===== src/rtl/ddr_port_arbiter_if.sv =====
// Burst command channel between the port arbiter and the AXI burst master.
// The arbiter side is the master modport; the AXI engine side is the slave.
interface ddr_port_arbiter_if #(
   parameter int ADDR_W = 30,
   parameter int LEN_W  = 8
) ();
   logic              burst_valid;
   logic              burst_ready;
   logic              burst_rw;
   logic [ADDR_W-1:0] burst_addr;
   logic [LEN_W-1:0]  burst_len;
   logic              burst_done;

   modport master (
      output burst_valid, burst_rw, burst_addr, burst_len,
      input  burst_ready, burst_done
   );

   modport slave (
      input  burst_valid, burst_rw, burst_addr, burst_len,
      output burst_ready, burst_done
   );
endinterface


===== src/rtl/ddr_port_arbiter.sv =====
// Two-port DDR burst arbiter: port0 priority with a starvation cap, one burst in flight.
// Ack/grant one cycle after request; command held until burst_ready; WAIT_DONE bounded by TIMEOUT.
module ddr_port_arbiter #(
   parameter int ADDR_W     = 30,
   parameter int LEN_W      = 8,
   parameter int MAX_CONSEC = 4,
   parameter int TIMEOUT    = 4096
) (
   input  logic              clk,
   input  logic              rst,
   input  logic              p0_req,
   input  logic              p0_rw,
   input  logic [ADDR_W-1:0] p0_addr,
   input  logic [LEN_W-1:0]  p0_len,
   output logic              p0_ack,
   output logic              p0_done,
   input  logic              p1_req,
   input  logic              p1_rw,
   input  logic [ADDR_W-1:0] p1_addr,
   input  logic [LEN_W-1:0]  p1_len,
   output logic              p1_ack,
   output logic              p1_done,
   ddr_port_arbiter_if.master bus,
   output logic [1:0]        grant,
   output logic              err_timeout,
   output logic              err_stray
);
   typedef enum logic [1:0] {IDLE, ISSUE, WAIT_DONE} state_t;

   localparam logic [3:0]  MAXC     = 4'(MAX_CONSEC);
   localparam logic [15:0] TMO_LAST = 16'(TIMEOUT - 1);

   state_t            state_q, state_d;
   logic [1:0]        grant_d;
   logic [1:0]        ack_q, ack_d;
   logic [1:0]        done_q, done_d;
   logic              rw_q, rw_d;
   logic [ADDR_W-1:0] addr_q, addr_d;
   logic [LEN_W-1:0]  len_q, len_d;
   logic [3:0]        consec_q, consec_d;
   logic [15:0]       tmo_q, tmo_d;
   logic              err_to_d, err_st_d;
   logic              pick_p1;

   // port1 wins when port0 is quiet or port0 has used up its consecutive budget
   assign pick_p1 = p1_req && (!p0_req || (consec_q == MAXC));

   always_ff @(posedge clk) begin
      if (rst) begin
         state_q     <= IDLE;
         grant       <= '0;
         ack_q       <= '0;
         done_q      <= '0;
         rw_q        <= 1'b0;
         addr_q      <= '0;
         len_q       <= '0;
         consec_q    <= '0;
         tmo_q       <= '0;
         err_timeout <= 1'b0;
         err_stray   <= 1'b0;
      end else begin
         state_q     <= state_d;
         grant       <= grant_d;
         ack_q       <= ack_d;
         done_q      <= done_d;
         rw_q        <= rw_d;
         addr_q      <= addr_d;
         len_q       <= len_d;
         consec_q    <= consec_d;
         tmo_q       <= tmo_d;
         err_timeout <= err_to_d;
         err_stray   <= err_st_d;
      end
   end

   always_comb begin
      state_d = state_q;
      case (state_q)
         IDLE:      if (p0_req || p1_req) state_d = ISSUE;
         ISSUE:     if (bus.burst_ready) state_d = WAIT_DONE;
         WAIT_DONE: if (bus.burst_done || (tmo_q == TMO_LAST)) state_d = IDLE;
         default:   state_d = IDLE;
      endcase
   end

   always_comb begin
      grant_d  = grant;
      ack_d    = '0;
      done_d   = '0;
      rw_d     = rw_q;
      addr_d   = addr_q;
      len_d    = len_q;
      consec_d = consec_q;
      tmo_d    = tmo_q;
      err_to_d = err_timeout;
      err_st_d = err_stray;
      case (state_q)
         IDLE: begin
            if (bus.burst_done) err_st_d = 1'b1;
            if (pick_p1) begin
               grant_d  = 2'b10;
               ack_d    = 2'b10;
               rw_d     = p1_rw;
               addr_d   = p1_addr;
               len_d    = p1_len;
               consec_d = '0;
            end else if (p0_req) begin
               grant_d  = 2'b01;
               ack_d    = 2'b01;
               rw_d     = p0_rw;
               addr_d   = p0_addr;
               len_d    = p0_len;
               consec_d = p1_req ? consec_q + 4'd1 : 4'd0;
            end
         end
         ISSUE: begin
            // a done here cannot belong to this command; flag it and keep going
            if (bus.burst_done) err_st_d = 1'b1;
            if (bus.burst_ready) tmo_d = '0;
         end
         WAIT_DONE: begin
            if (bus.burst_done) begin
               done_d  = grant;
               grant_d = '0;
            end else if (tmo_q == TMO_LAST) begin
               done_d   = grant;
               grant_d  = '0;
               err_to_d = 1'b1;
            end else begin
               tmo_d = tmo_q + 16'd1;
            end
         end
         default: ;
      endcase
   end

   assign p0_ack          = ack_q[0];
   assign p1_ack          = ack_q[1];
   assign p0_done         = done_q[0];
   assign p1_done         = done_q[1];
   assign bus.burst_valid = (state_q == ISSUE);
   assign bus.burst_rw    = rw_q;
   assign bus.burst_addr  = addr_q;
   assign bus.burst_len   = len_q;
endmodule


===== src/flat_wrapper.sv =====
// flat-port wrapper written by rule: the top's interface ports become plain ports
module ddr_port_arbiter_flat 
#(
   parameter int ADDR_W     = 30,
   parameter int LEN_W      = 8,
   parameter int MAX_CONSEC = 4,
   parameter int TIMEOUT    = 4096
)
  (clk, rst, p0_req, p0_rw, p0_addr, p0_len, p0_ack, p0_done, p1_req, p1_rw, p1_addr, p1_len, p1_ack, p1_done, grant, err_timeout, err_stray, bus_burst_valid, bus_burst_rw, bus_burst_addr, bus_burst_len, bus_burst_ready, bus_burst_done);
  ddr_port_arbiter_if #(.ADDR_W(ADDR_W), .LEN_W(LEN_W)) bus_i ();
  input  logic clk;
  input  logic rst;
  input  logic p0_req;
  input  logic p0_rw;
  input  logic [ADDR_W-1:0] p0_addr;
  input  logic [LEN_W-1:0] p0_len;
  output logic p0_ack;
  output logic p0_done;
  input  logic p1_req;
  input  logic p1_rw;
  input  logic [ADDR_W-1:0] p1_addr;
  input  logic [LEN_W-1:0] p1_len;
  output logic p1_ack;
  output logic p1_done;
  output logic [1:0] grant;
  output logic err_timeout;
  output logic err_stray;
  output wire logic [$bits(bus_i.burst_valid)-1:0] bus_burst_valid;
  output wire logic [$bits(bus_i.burst_rw)-1:0] bus_burst_rw;
  output wire logic [$bits(bus_i.burst_addr)-1:0] bus_burst_addr;
  output wire logic [$bits(bus_i.burst_len)-1:0] bus_burst_len;
  input wire logic [$bits(bus_i.burst_ready)-1:0] bus_burst_ready;
  input wire logic [$bits(bus_i.burst_done)-1:0] bus_burst_done;
  assign bus_burst_valid = bus_i.burst_valid;
  assign bus_burst_rw = bus_i.burst_rw;
  assign bus_burst_addr = bus_i.burst_addr;
  assign bus_burst_len = bus_i.burst_len;
  assign bus_i.burst_ready = bus_burst_ready;
  assign bus_i.burst_done = bus_burst_done;
  ddr_port_arbiter #(.ADDR_W(ADDR_W), .LEN_W(LEN_W), .MAX_CONSEC(MAX_CONSEC), .TIMEOUT(TIMEOUT)) u_core (.clk(clk), .rst(rst), .p0_req(p0_req), .p0_rw(p0_rw), .p0_addr(p0_addr), .p0_len(p0_len), .p0_ack(p0_ack), .p0_done(p0_done), .p1_req(p1_req), .p1_rw(p1_rw), .p1_addr(p1_addr), .p1_len(p1_len), .p1_ack(p1_ack), .p1_done(p1_done), .bus(bus_i), .grant(grant), .err_timeout(err_timeout), .err_stray(err_stray));
endmodule

===== config.mk =====
export PLATFORM = sky130hd
export DESIGN_NAME = ddr_port_arbiter_flat
export DESIGN_NICKNAME = d
export VERILOG_FILES = /design/src/rtl/ddr_port_arbiter_if.sv /design/src/rtl/ddr_port_arbiter.sv /design/src/flat_wrapper.sv
export SDC_FILE = /design/constraint.sdc
export NUM_CORES = 1
export LEC_CHECK = 0
export ABC_CLOCK_PERIOD_IN_PS = 2300
export CAP_MARGIN = 10
export CORE_AREA = 8 8 98 100
export CTS_CLUSTER_SIZE = 10
export DETAILED_ROUTE_END_ITERATION = 7
export DIE_AREA = 0 0 106 108
export PLACE_DENSITY_LB_ADDON = 0.2
export SLEW_MARGIN = 20
export SYNTH_ARGS = -nofsm -noshare
export SYNTH_HDL_FRONTEND = slang
export SYNTH_SLANG_ARGS = --single-unit
export TNS_END_PERCENT = 50

===== constraint.sdc =====
create_clock -name clk -period 2.3 [get_ports clk]
set_input_delay 0.46 -clock clk [delete_from_list [all_inputs] [get_ports clk]]
set_output_delay 0.46 -clock clk [all_outputs]
set_load 0.02 [all_outputs]

==> impl_summary.log <==
INFO  metric run_status = finished clean
INFO  metric final_period_minus_worst_setup_slack = roughly 2.2 ns
INFO  metric clock_insertion_delay_worst_skew = 0.33 ns
INFO  metric grt_util_all_layers = 0.153
INFO  metric cts_root_buffer = clkbuf_8
INFO  metric antenna_left = 0
INFO  metric critical_path_required = between 2 and 3 ns
INFO  metric ys_types = 46
INFO  metric area_of_the_multi_input_gates = 0.00165 sq mm
INFO  metric grt_max_degree = 71
INFO  metric grt_first_pass_wirelength = between 10,000 and 15,000 um
INFO  metric grt_remaining_overflow = 0
INFO  metric buffer_ports.inserted = between 100 and 150
INFO  metric critPathArrivalTime = 2.44 ns
INFO  metric worstMarginPinSlew = 0.647 ns
INFO  metric rows = 33
INFO  metric layout.core_utilization = 0.595
INFO  metric clk_pin_slew_worst_paths = roughly 0.07 ns
INFO  metric netlist.area_leader.share = 0.436
INFO  metric hold_viol = 0
INFO  metric synth_top_flop_cell = dfxtp_1
INFO  metric first_global_vias = roughly 3,100
INFO  metric synthDominantAreaCellType = dfxtp_1
INFO  metric cts_hold_repair.buffers = 0
INFO  metric worst_r2r_path_depth = 6
INFO  metric powerDensity = 607 mW/mm^2
INFO  metric crit_path_start_kind = register
INFO  metric fillerInstances = 720
INFO  metric num-nets-final = 574
INFO  metric dp_hpwl = approximately 6700 um
INFO  metric slew_margin_rel = 0.565
INFO  metric syn_inst = 354
INFO  metric post_synthesis_average_cell_area = between 8 and 9 sq um
INFO  metric clock_path_buffers = 2
INFO  metric ys_top_cells_by_area = dfxtp_1 44%, mux2i_1 13%, a211oi_1 9.5%
INFO  metric place_area = 0.00463 sq mm
INFO  metric dieArea = roughly 0.011 sq mm
INFO  metric power.share.combinational = 0.258
INFO  metric finalSetupTns = 0 ns
INFO  metric grt_setup_unrepaired = false
INFO  metric pwr-share-seq = 0.460
INFO  metric synth.yosys.warnings = 0
INFO  metric timing.critical_path.fanout_max = 13
INFO  metric chipHeight = approximately 110 um
INFO  metric yosysMostFrequentCell = dfxtp_1
INFO  metric timing.final.setup_violations = 0
INFO  metric cts_resized = 0
INFO  metric detail_route.drc_violations = 0
INFO  metric synthesis.nets = about 440
INFO  metric ff_latch_area = between 0.001 and 0.0015 sq mm
INFO  metric clock_skew = 0.00741 ns
INFO  metric netSwitchingPower = 0.000845 W
INFO  metric num_io_pins = 132
INFO  metric timing.max_cap.violations = 0
INFO  metric area.growth.synth_to_final = 51.3%
INFO  metric power.share.switching = 0.291
INFO  metric power.share.clock = 0.282
INFO  metric synth_area = 0.00317 sq mm
INFO  metric wirelength = 8720 um
INFO  metric cts_made_buffers = 9
INFO  metric yosys_register_bits = approximately 70
INFO  metric fin_area = between 0.004 and 0.005 sq mm
INFO  metric hp-class = register to register
INFO  metric worst_setup_ep_type = register
INFO  metric synth_common_cells = 69 x dfxtp_1, 60 x nor2_1, 40 x a211oi_1, 40 x mux2i_1, 17 x nand2_1
INFO  metric intPower = just over 0.002 W
INFO  metric post-cts-setup-buffers = 0
INFO  metric ys_seq_area_frac = 0.436
INFO  metric ir_worst_vdd = 0.279 mV
INFO  metric report.final.slew_viol_count = 0
INFO  metric first_pass_iters = 4
INFO  metric worst-setup-path-type = register to register
INFO  metric tritoncts_num_sinks = 69
INFO  metric antenna_violations_before_repair = 1
INFO  metric fmaxAchievable = roughly 0.46 GHz
INFO  metric holdPathStages = 2
INFO  metric async_reset_ff_frac = 0
INFO  metric die_w = approximately 110 um
INFO  metric placeable_core_area = between 0.008 and 0.009 sq mm
INFO  metric mean_number_of_vias_per_cell = 5.10
INFO  metric vias = just over 3,000
INFO  metric static-leakage-power = about 1.9 nW
INFO  metric antenna_cells_inserted = 0
INFO  metric drt_iter0_drc = 110
INFO  metric final.period_utilization = 0.940
INFO  metric tritoncts = done
INFO  metric number_of_h_tree_branching_levels = 3
INFO  metric routedWlPerCell = roughly 15 um
INFO  metric initial_utilization = 0.393
INFO  metric layout-drive-gt1-share = 0.0916
INFO  metric synth-edff-count = 0
INFO  metric globalplace.congestion = ~0.84
## stage by stage
stage	total power, W	hold slack, ns	setup WS [ns]	std cells
CTS	0.00295	0.482	0.150	596
floorplan	0.00173	0.425	0.201	354
global route	0.00307	0.509	0.0136	596
finish	0.00291	0.488	0.137	596
global placement	0.00212	0.444	0.120	581
detailed placement	0.00212	0.469	0.0758	581
## logic make-up (layout without fill, tap and decap cells)
kind of cell	after synthesis	after routing	synth area share
DFF	69	69	0.436
AOI/OAI and AO/OA	95	95	0.204
buffers and inverters	30	167	0.0439
muxes	40	40	0.126
and+or+nand+nor	117	117	0.177
adders and majority gates	3	3	0.0119
## layer usage
| metal | vias to the layer above | GRT usage | part of all wire |
|---|---|---|---|
| met4 | 2 | 0.0513 | 0.0070 |
| met3 | 8 | 0.0696 | 0.087 |
| li1 | 1562 | - | - |
| met5 | - | 0 | 0.0015 |
| met2 | 88 | 0.256 | 0.49 |
| met1 | 1377 | 0.169 | 0.41 |
## cell type report
type | instances | area share
Multi-Input combinational cell | 255 | 0.345
Timing Repair Buffer | 146 | 0.302
Sequential cell | 69 | 0.288
Tap cell | 105 | 0.0274
Clock buffer | 10 | 0.0267
Clock inverter | 5 | 0.00601
Inverter | 6 | 0.00470
## placed cells by master (no fill, tap or decap), drive strengths merged
cell type | netlist | final
clkdlybuf4s50 | 0 | 130
dfxtp | 69 | 69
nor2 | 60 | 60
a211oi | 41 | 41
mux2i | 40 | 40
o21ai | 19 | 19
nand2 | 17 | 17
buf | 7 | 16
a21oi | 12 | 12
clkbuf | 17 | 10
inv | 6 | 6
o31ai | 6 | 6
a31oi | 6 | 6
clkinv | 0 | 5
nor3 | 5 | 5
and2 | 5 | 5
and3 | 5 | 5
nor4 | 4 | 4
nor3b | 4 | 4
nand3 | 4 | 4
nand2b | 3 | 3
nand4 | 3 | 3
o41ai | 3 | 3
ha | 3 | 3
or4 | 2 | 2
and2b | 1 | 1
o211ai | 1 | 1
o2111ai | 1 | 1
or3b | 1 | 1
or2 | 1 | 1
a41oi | 1 | 1
a21bo | 1 | 1
nor2b | 1 | 1
and4 | 1 | 1
o32ai | 1 | 1
a22oi | 1 | 1
a22o | 1 | 1
a31o | 1 | 1
## worst max-delay path, cell delays in order, from the launching register on
cell and delay (ns):
dfxtp_1 0.33, or4_1 0.57, or4_4 0.53, a211oi_2 0.19, buf_4 0.21, o21ai_0 0.10, a21bo_2 0.18
## power groups by stage
stage	clock (W)	combinational (W)	sequential (W)
2_1_floorplan	0	0.000264	0.00147
3_3_place_gp	0	0.000753	0.00136
3_5_place_dp	0	0.000759	0.00137
6_report	0.000819	0.000750	0.00134
4_1_cts	0.000847	0.000761	0.00134
5_1_grt	0.000900	0.000815	0.00135
## path summary, 6_finish.rpt
check	from	end	slack, ns
setup / recovery	u_core.tmo_q[15]	u_core.tmo_q[12]	0.14
hold reg to reg	u_core.err_stray	u_core.err_stray	0.49
hold / removal	u_core.err_stray	u_core.err_stray	0.49
setup reg to reg	u_core.tmo_q[15]	u_core.tmo_q[12]	0.14
## state kept, by name, summed over array words and instances (netlist names)
signal,flops
u_core.bus.burst_addr,30
u_core.tmo_q,16
u_core.bus.burst_len,8
u_core.consec_q,4
u_core.ack_q,2
u_core.done_q,2
u_core.grant,2
u_core.state_q,2
u_core.bus.burst_rw,1
u_core.err_stray,1
u_core.err_timeout,1
Note: power is estimated with default switching activity, not from simulation.
